<file path="src/rtl/histogram_equalizer_pkg.sv">
// Shared constants for the histogram equalizer: FSM encoding, RAM timing and
// the decoder command code that triggers equalization.
package histogram_equalizer_pkg;

  localparam logic [2:0] ST_IDLE      = 3'd0;
  localparam logic [2:0] ST_LUT_READ  = 3'd1;
  localparam logic [2:0] ST_LUT_LATCH = 3'd2;
  localparam logic [2:0] ST_LUT_DIV   = 3'd3;
  localparam logic [2:0] ST_PIX_READ  = 3'd4;
  localparam logic [2:0] ST_PIX_WRITE = 3'd5;
  localparam logic [2:0] ST_DONE      = 3'd6;

  localparam int RAM_READ_LATENCY = 1;
  localparam logic [15:0] CMD_HISTOGRAM_EQUALIZATION = 16'hA050;

  // Numerator must hold (c - CDF_min) * (L-1) + D/2 without overflow.
  function automatic int num_width(input int cdf_width, input int pixel_width);
    return cdf_width + pixel_width;
  endfunction

endpackage

</file>
<file path="src/rtl/histogram_equalizer_seq_divider.sv">
// Unsigned restoring divider, one quotient bit per cycle. The first bit is
// resolved on the start edge so done pulses exactly NUM_W cycles after start.
module seq_divider #(
  parameter int NUM_W = 25,
  parameter int DIV_W = 17
) (
  input  logic             clk,
  input  logic             rst,
  input  logic             start,
  input  logic [NUM_W-1:0] numerator,
  input  logic [DIV_W-1:0] divisor,
  output logic [NUM_W-1:0] quotient,
  output logic             done
);

  localparam int CNT_W = $clog2(NUM_W + 1);

  logic [DIV_W-1:0] rem;
  logic [NUM_W-1:0] work;
  logic [NUM_W-1:0] quo;
  logic [CNT_W-1:0] cnt;

  logic [DIV_W-1:0] src_rem;
  logic [NUM_W-1:0] src_work;
  logic [NUM_W-1:0] src_quo;
  logic [DIV_W:0]   trial;
  logic             fits;
  logic [DIV_W-1:0] next_rem;

  always_comb begin
    src_rem  = start ? '0 : rem;
    src_work = start ? numerator : work;
    src_quo  = start ? '0 : quo;
    trial    = {src_rem, src_work[NUM_W-1]};
    fits     = trial >= {1'b0, divisor};
    next_rem = fits ? DIV_W'(trial - {1'b0, divisor}) : trial[DIV_W-1:0];
  end

  always_ff @(posedge clk) begin
    if (rst) begin
      rem  <= '0;
      work <= '0;
      quo  <= '0;
      cnt  <= '0;
      done <= 1'b0;
    end else begin
      done <= 1'b0;
      if (start || cnt != '0) begin
        rem  <= next_rem;
        work <= src_work << 1;
        quo  <= {src_quo[NUM_W-2:0], fits};
        cnt  <= start ? CNT_W'(NUM_W - 1) : cnt - CNT_W'(1);
        if (!start && cnt == CNT_W'(1)) done <= 1'b1;
      end
    end
  end

  assign quotient = quo;

endmodule

</file>
<file path="src/rtl/histogram_equalizer.sv">
// Builds a level-mapping LUT from the CDF in histogram RAM, then rewrites
// every pixel of image RAM in place with its equalized level.
module histogram_equalizer
  import histogram_equalizer_pkg::*;
#(
  parameter int IMAGE_WIDTH                 = 320,
  parameter int IMAGE_HEIGHT                = 240,
  parameter int PIXEL_WIDTH                 = 8,
  parameter int IMAGE_RAM_ADDRESS_WIDTH     = $clog2(IMAGE_WIDTH * IMAGE_HEIGHT),
  parameter int HISTOGRAM_RAM_ADDRESS_WIDTH = PIXEL_WIDTH,
  parameter int HISTOGRAM_RAM_DATA_WIDTH    = $clog2(IMAGE_WIDTH * IMAGE_HEIGHT)
) (
  input  logic                                   clk,
  input  logic                                   rst,
  input  logic                                   start,
  input  logic [HISTOGRAM_RAM_DATA_WIDTH-1:0]    CDF_min,
  output logic [HISTOGRAM_RAM_ADDRESS_WIDTH-1:0] histogram_RAM_address,
  input  logic [HISTOGRAM_RAM_DATA_WIDTH-1:0]    histogram_RAM_rdata,
  output logic                                   histogram_RAM_CE,
  output logic [IMAGE_RAM_ADDRESS_WIDTH-1:0]     image_RAM_address,
  input  logic [PIXEL_WIDTH-1:0]                 image_RAM_rdata,
  output logic [PIXEL_WIDTH-1:0]                 image_RAM_wdata,
  output logic                                   image_RAM_CE,
  output logic                                   image_RAM_WE,
  output logic                                   busy,
  output logic                                   done,
  output logic [2:0]                             fsm_state
);

  localparam int N     = IMAGE_WIDTH * IMAGE_HEIGHT;
  localparam int L     = 1 << PIXEL_WIDTH;
  localparam int HD    = HISTOGRAM_RAM_DATA_WIDTH;
  localparam int NUM_W = num_width(HD, PIXEL_WIDTH);
  localparam logic [NUM_W-1:0] LEVEL_MAX = NUM_W'(L - 1);
  localparam logic [HD-1:0] N_W = HD'(N);
  localparam logic [IMAGE_RAM_ADDRESS_WIDTH-1:0] LAST_PIX = IMAGE_RAM_ADDRESS_WIDTH'(N - 1);
  localparam logic [HISTOGRAM_RAM_ADDRESS_WIDTH-1:0] LAST_LEVEL = '1;

  logic [2:0]                             state;
  logic [HISTOGRAM_RAM_ADDRESS_WIDTH-1:0] k;
  logic [IMAGE_RAM_ADDRESS_WIDTH-1:0]     a;
  logic [HD-1:0]                          cdf_min_q;
  logic [HD-1:0]                          span;
  logic [HD-1:0]                          cdf_off;
  logic [PIXEL_WIDTH-1:0]                 lut [L];

  logic                   div_start;
  logic                   div_done;
  logic [NUM_W-1:0]       numer;
  logic [NUM_W-1:0]       quotient;
  logic                   lut_we;
  logic [PIXEL_WIDTH-1:0] lut_wdata;
  logic                   level_done;

  assign span    = N_W - cdf_min_q;
  assign cdf_off = histogram_RAM_rdata - cdf_min_q;

  always_comb begin
    div_start  = 1'b0;
    lut_we     = 1'b0;
    lut_wdata  = '0;
    level_done = 1'b0;
    numer      = {{PIXEL_WIDTH{1'b0}}, cdf_off} * LEVEL_MAX
               + {{PIXEL_WIDTH{1'b0}}, span >> 1};
    case (state)
      ST_LUT_LATCH: begin
        if (span == '0) begin
          lut_we     = 1'b1;
          lut_wdata  = PIXEL_WIDTH'(k);
          level_done = 1'b1;
        end else if (histogram_RAM_rdata < cdf_min_q) begin
          lut_we     = 1'b1;
          level_done = 1'b1;
        end else begin
          div_start = 1'b1;
        end
      end
      ST_LUT_DIV: begin
        if (div_done) begin
          lut_we     = 1'b1;
          lut_wdata  = (quotient > LEVEL_MAX) ? '1 : quotient[PIXEL_WIDTH-1:0];
          level_done = 1'b1;
        end
      end
      default: ;
    endcase
  end

  seq_divider #(.NUM_W(NUM_W), .DIV_W(HD)) u_div (
    .clk       (clk),
    .rst       (rst),
    .start     (div_start),
    .numerator (numer),
    .divisor   (span),
    .quotient  (quotient),
    .done      (div_done)
  );

  always_ff @(posedge clk) begin
    if (lut_we) lut[k] <= lut_wdata;
  end

  // start/done handshake: start is a one-cycle request honoured only in IDLE;
  // busy covers the whole operation and done is a single-cycle pulse after it.
  always_ff @(posedge clk) begin
    if (rst) begin
      state     <= ST_IDLE;
      k         <= '0;
      a         <= '0;
      cdf_min_q <= '0;
    end else begin
      case (state)
        ST_IDLE: begin
          if (start) begin
            cdf_min_q <= CDF_min;
            k         <= '0;
            state     <= ST_LUT_READ;
          end
        end
        ST_LUT_READ:  state <= ST_LUT_LATCH;
        ST_LUT_LATCH: if (div_start) state <= ST_LUT_DIV;
        ST_LUT_DIV:   ;
        ST_PIX_READ:  state <= ST_PIX_WRITE;
        ST_PIX_WRITE: begin
          if (a == LAST_PIX) state <= ST_DONE;
          else begin
            a     <= a + 1'b1;
            state <= ST_PIX_READ;
          end
        end
        default: state <= ST_IDLE;
      endcase
      // A finished level overrides the per-state transition above.
      if (level_done) begin
        if (k == LAST_LEVEL) begin
          a     <= '0;
          state <= ST_PIX_READ;
        end else begin
          k     <= k + 1'b1;
          state <= ST_LUT_READ;
        end
      end
    end
  end

  always_comb begin
    histogram_RAM_CE      = (state == ST_LUT_READ);
    histogram_RAM_address = histogram_RAM_CE ? k : '0;
    image_RAM_CE          = (state == ST_PIX_READ) || (state == ST_PIX_WRITE);
    image_RAM_WE          = (state == ST_PIX_WRITE);
    image_RAM_address     = image_RAM_CE ? a : '0;
    image_RAM_wdata       = image_RAM_WE ? lut[image_RAM_rdata] : '0;
    busy                  = (state != ST_IDLE) && (state != ST_DONE);
    done                  = (state == ST_DONE);
    fsm_state             = state;
  end

endmodule

</file>
<file path="config.mk">
export PLATFORM = sky130hd
export DESIGN_NAME = histogram_equalizer
export DESIGN_NICKNAME = d
export VERILOG_FILES = /design/src/rtl/histogram_equalizer_pkg.sv /design/src/rtl/histogram_equalizer_seq_divider.sv /design/src/rtl/histogram_equalizer.sv
export SDC_FILE = /design/constraint.sdc
export NUM_CORES = 2
export LEC_CHECK = 0
export CORE_UTILIZATION = 50
export DETAILED_ROUTE_END_ITERATION = 8
export HOLD_SLACK_MARGIN = 0.02
export PLACE_DENSITY = 0.66
export RECOVER_POWER = 50
export SLEW_MARGIN = 10
export SYNTH_ARGS = -nofsm -noshare
export SYNTH_HDL_FRONTEND = slang
export SYNTH_SLANG_ARGS = --single-unit
</file>
<file path="constraint.sdc">
create_clock -name clk -period 28.2 [get_ports clk]
set_input_delay 5.64 -clock clk [delete_from_list [all_inputs] [get_ports clk]]
set_output_delay 5.64 -clock clk [all_outputs]
set_load 0.005 [all_outputs]
</file>
**Word-level counts from Yosys, hierarchy flattened**

Memory sizes are Yosys's and may differ from the RTL's.
Index checks and enable logic that the tools add are counted.

- $add $sub $neg: 7
- Multipliers: 1
- Magnitude comparators: 3
- Equal/unequal tests: 13
- Mux-type cells: 36
- Bitwise operators: 1
- Reductions and logical operators: 12

Operator list:

| cell | count |
|---|---|
| $mux 17 | 7 |
| $mux 8 | 9 |
| $sub 17x17->17 | 2 |
| $add 25x16->25 | 1 |
| $gt 25x8->1 const B | 1 |
| $mul 17x8->25 const B | 1 |
| $mux 25 | 1 |
| $mux 24 | 1 |
| $ge 18x17->1 | 1 |
| $pmux 3 s6 | 1 |
| $add 17x1->17 const B | 1 |
| $eq 17x17->1 const B | 1 |
| $logic_not 17->1 | 1 |
| $lt 17x17->1 | 1 |
| $sub 17x17->17 const A | 1 |
| $pmux 8 s2 | 1 |
| $mux 3 | 4 |
| $eq 3x3->1 const B | 3 |
| $mux 1 | 9 |
| $add 8x1->8 const B | 1 |
| $eq 8x8->1 const B | 1 |
| $eq 3x2->1 const B | 2 |
| $ne 3x3->1 const B | 2 |
| $eq 5x1->1 const B | 1 |
| other kinds (17) | 19 |

- Bits in registers: 117
- Bits in writable memories: 2048
- Input bits: 45
- Output and inout bits: 41
- Word-level logic and storage cells: 83
- Memories: 1

Memories:

| name | depth | bits a word | rd ports | clocked after memory_dff | wr ports | RTL line | RTL |
|---|---|---|---|---|---|---|---|
| lut | 256 | 8 | 1 | 0 | 1 | histogram_equalizer.sv:45 | `logic [PIXEL_WIDTH-1:0] lut [L];` |

**Logic depth before layout (Yosys ltp)**

- Word-level depth: 7
- Depth in mapped cells: 42
- Depth with buffers taken out: 41

**Cells and area by module**

Synthesis repeated with hierarchy kept, for this count alone.

- Cells, all modules: 4760
- Area total of the unflattened synthesis: 90649.4 um^2

Modules (own cells, without submodules):

| module | instances | cells each | area an instance (um^2) | sequential area each (um^2) |
|---|---|---|---|---|
| histogram_equalizer | 1 | 4181 | 86394.1 | 62399.8 |
| seq_divider | 1 | 579 | 4255.3 | 1441.4 |

**Worst setup path before layout**

OpenSTA, ideal clock, no wires.

- Path type: input to output
- From: in image_RAM_rdata[0]
- To: out image_RAM_wdata[0]
- Arrival time: 8.685 ns
- Required time: 22.560 ns
- Setup slack: 13.875 ns
- Stages on the path: 9
- Buffers on the path: 4
- Cell sequence: buf_2 clkbuf_1 buf_2 buf_1 mux4_2 mux4_2 mux4_2 a211oi_1 a211oi_1

- Word-level cells in the longest chain between the ends: 2

RTL lines:

| item | RTL line | RTL |
|---|---|---|
| start, declared | histogram_equalizer.sv:21 | `input logic [PIXEL_WIDTH-1:0] image_RAM_rdata,` |
| $mem_v2 256x8 | - |  |
| $mux 8 | histogram_equalizer.sv:152 | `image_RAM_wdata = image_RAM_WE ? lut[image_RAM_rdata] : '0;` |
| end, declared | histogram_equalizer.sv:22 | `output logic [PIXEL_WIDTH-1:0] image_RAM_wdata,` |

No other way between the ends.

**Worst setup path after layout**

- From: in image_RAM_rdata[0]
- To: out image_RAM_wdata[2]

The elaborated chain is that of the path after synthesis.

==> flow_summary.ini <==
[status]
run_status = finished with violations
failed_checks = max-capacitance violations, max-slew violations

[sta]
period_share_pct = 61.0
setup-violations-final = 0
timing.fmax_mhz = 58.1
worstMarginPinSlew_ns = 9.35
setup_tns_ns = 0
timing.clock.skew_ns = 0.0233
finalHoldViolations = 0
maxSlewHeadroom_pct = -524
maxSlewViolCount = 2234
grt_setup_unrepaired = false
setup_ws_ns = 11.00
period_minus_slack_ns = 17.20

[drt]
route.final.wire_length_um = 212000
detail-route-antenna-nets = 0
avgViaCountPerCell = 6.10
drt_first_iter_violations = 4600
drt_pre_antenna_iters = 5
drt_drc_violations_left = 0
detailroute.via_count = 45000
route.detailed.wl_per_inst_um = 28.8

[synthesis]
synth_sequential_area_ratio_pct = 70.7
fraction_of_registers_with_async_set_or_reset_after_synthesis_pct = 0
postSynth.topFlopCell = edfxtp_1
netlist-cell-type-count = 75
syn_area_um2 = 90300
synth.ff_latch_count = 2165
synth_fp_nets = 4938
synth_area_per_cell_um2 = 19.2
number_of_enable_type_register_cells_in_the_synthesized_netlist = 2048
synth.yosys.warnings = 0
count_of_mapped_cells_out_of_synthesis = 4713

[global_routing]
grt_util_all_layers_pct = 23.6
groute.layer.met3.usage_pct = 3.62
grt_antenna_before_repair = 4
grt_start_max_net_pins = 206
global_route.peak_usage_layer = met2
wire_length_of_the_first_global_routing_pass_um = 311000
grt_pass1_vias = 45400
gr-total-overflow = 0
use_met1_pct = 33.0
grt.met2_usage_pct = 38.7

[floorplan]
area_of_the_die_um2 = 182000
die_y_um = 427
io-pin-count = 86
starting_density_of_the_core_pct = 50.5
floorplan.rows = 155
core_region_area_um2 = 179000
die_width_um = 427

[power_and_ir_drop]
worst_ir_drop_vdd_uv = 162
pwr_per_cell_area_nw_per_um2 = 88.9
power.static_leakage_uw = 0.0319

[clocking]
ctsResizeCount = 0
cts.reportedPaths.clkPinSlew_ns = 0.06
post_cts_hold_buffer_count = 0
ctsRootBufferMaster = clkbuf_16
tritoncts.num_buffers = 211
cts_tree = built
htree_num_levels = 4
cts_buffer_depth = 3
postCtsSetupRepairBufs = 0
clk-insertion-delay-late_ns = 0.84
clkSinkCount = 2165

[worst_setup_path]
crit_type = in2out
crit-reg2reg-launch = cdf_min_q[0]
setup.worst_path.start = image_RAM_rdata[0]
critPathMaxFanout = 107
reg2regPathDepth = 9
critPathArrivalTime_ns = 11.56
cp-endpoint = image_RAM_wdata[2]
worst_ep_required_time_ns = 22.56
reg2reg_slack_ns = 13.30
setup.worst_path.end_class = output pin
r2r_end = lut[45][0]
critPathLaunchType = input pin

[final_layout]
layout-drive-gt1-share_pct = 22.2
layout_commonest_cell = edfxtp_1
multi_input_area_um2 = 24800
seq_area_um2 = 63800
final_cell_mix = edfxtp_1 (2048), mux4_2 (672), nor2_1 (339), clkbuf_16 (216), nand2_1 (211)
finalNetCount = 5070
area.growth.synth_to_final_pct = 11.7
filler_cell_count = 13400

[place]
placement.io_buffers = 85
dpl_worst_slack_ns = 10.85
routabilityCongestion = 0.822
detailedPlacementHpwl_um = 129000

[flow_run]
timing.max_cap.violations = 29

[worst_hold_path]
worst_min_delay_path_category = reg2reg
worst min path at each step:
stage | cells past startpoint | to | startpoint
finish | 2 | u_div.quotient[24] | u_div.quotient[24]
global route | 2 | u_div.work[1] | u_div.work[1]
CTS | 2 | u_div.quotient[24] | u_div.quotient[24]
detailed placement | 2 | u_div.quotient[24] | u_div.quotient[24]
global placement | 2 | u_div.quotient[24] | u_div.quotient[24]
floorplan | 2 | u_div.quotient[24] | u_div.quotient[24]
layout make-up:
| type | instances | share of cell area [%] |
|---|---|---|
| Antenna cell | 3 | 0.00745 |
| Clock buffer | 259 | 5.58 |
| Clock inverter | 134 | 1.25 |
| Inverter | 210 | 0.782 |
| Multi-Input combinational cell | 2076 | 24.6 |
| Sequential cell | 2165 | 63.3 |
| Tap cell | 2355 | 2.92 |
| Timing Repair Buffer | 181 | 1.54 |
routing by layer:
metal | vias to the layer above | share of wire, %
li1 | 19200 | -
met1 | 23900 | 41
met2 | 1691 | 49
met3 | 327 | 6.7
met4 | 4 | 2.9
met5 | - | 0.012
report_power, final:
| part | switching, uW | total, uW | internal, uW |
|---|---|---|---|
| registers | 19.9 | 3510 | 3490 |
| clock network | 1190 | 2810 | 1610 |
| logic | 1540 | 2650 | 1110 |
| total | 2750 | 8960 | 6210 |
cells in the mapped netlist (all sizes together), types with 27 or more instances:
master / n / share of area (%)
nor4: 43 / 0.31
dfxtp: 117 / 2.6
nor2: 340 / 1.4
nand3: 42 / 0.23
a211oi: 27 / 0.22
buf: 95 / 0.46
fa: 81 / 1.8
nor2b: 27 / 0.19
ha: 99 / 1.4
and2: 53 / 0.37
nand2: 212 / 0.88
mux4: 672 / 17
o21ai: 44 / 0.24
clkbuf: 167 / 0.69
edfxtp: 2048 / 68
nor3: 29 / 0.17
a21oi: 106 / 0.59
inv: 210 / 0.87
xnor2: 53 / 0.51
through the flow:
stage	instance area, um^2	instances	hold WS, ns	utilization [%]	power (uW)
after floorplan	90300	4713	0.432	-	5680
after global placement	94100	6987	0.440	52.7	6190
after detailed placement	94100	6987	0.447	52.7	6200
after CTS	101000	7380	0.455	56.5	8990
after global routing	101000	7381	0.487	56.4	9460
final	101000	7383	0.456	56.4	8960
registers in the layout (all words and copies together) (netlist names):
signal and cells:
u_div.rem 17, u_div.quotient 25, lut 2048, a 17, u_div.cnt 5, k 8
fsm_state 3, u_div.done 1, u_div.work 24, cdf_min_q 17
cell families (layout without fill, tap and decap cells):
| family | after synthesis | in the layout | share of synthesized area, % |
|---|---|---|---|
| AO/OA/AOI/OAI | 300 | 300 | 2.18 |
| XOR/XNOR | 79 | 79 | 0.766 |
| adder cells (fa/ha/maj) | 181 | 181 | 3.18 |
| buffers and inverters | 472 | 784 | 2.03 |
| flip-flops | 2165 | 2165 | 70.7 |
| multiplexers | 686 | 686 | 16.9 |
| other | 0 | 3 | 0 |
| AND/OR/NAND/NOR | 830 | 830 | 4.20 |
worst max-delay path, cell delays in order:
cell and delay [ns]:
buf_8 0.60, buf_12 0.74, buf_12 0.57, buf_4 0.81, mux4_2 0.60, mux4_2 0.54, mux4_2 0.63, a211oi_1 0.27
a211oi_1 0.18, clkdlybuf4s50_1 0.55
Note: power is estimated with default switching activity, not from simulation.
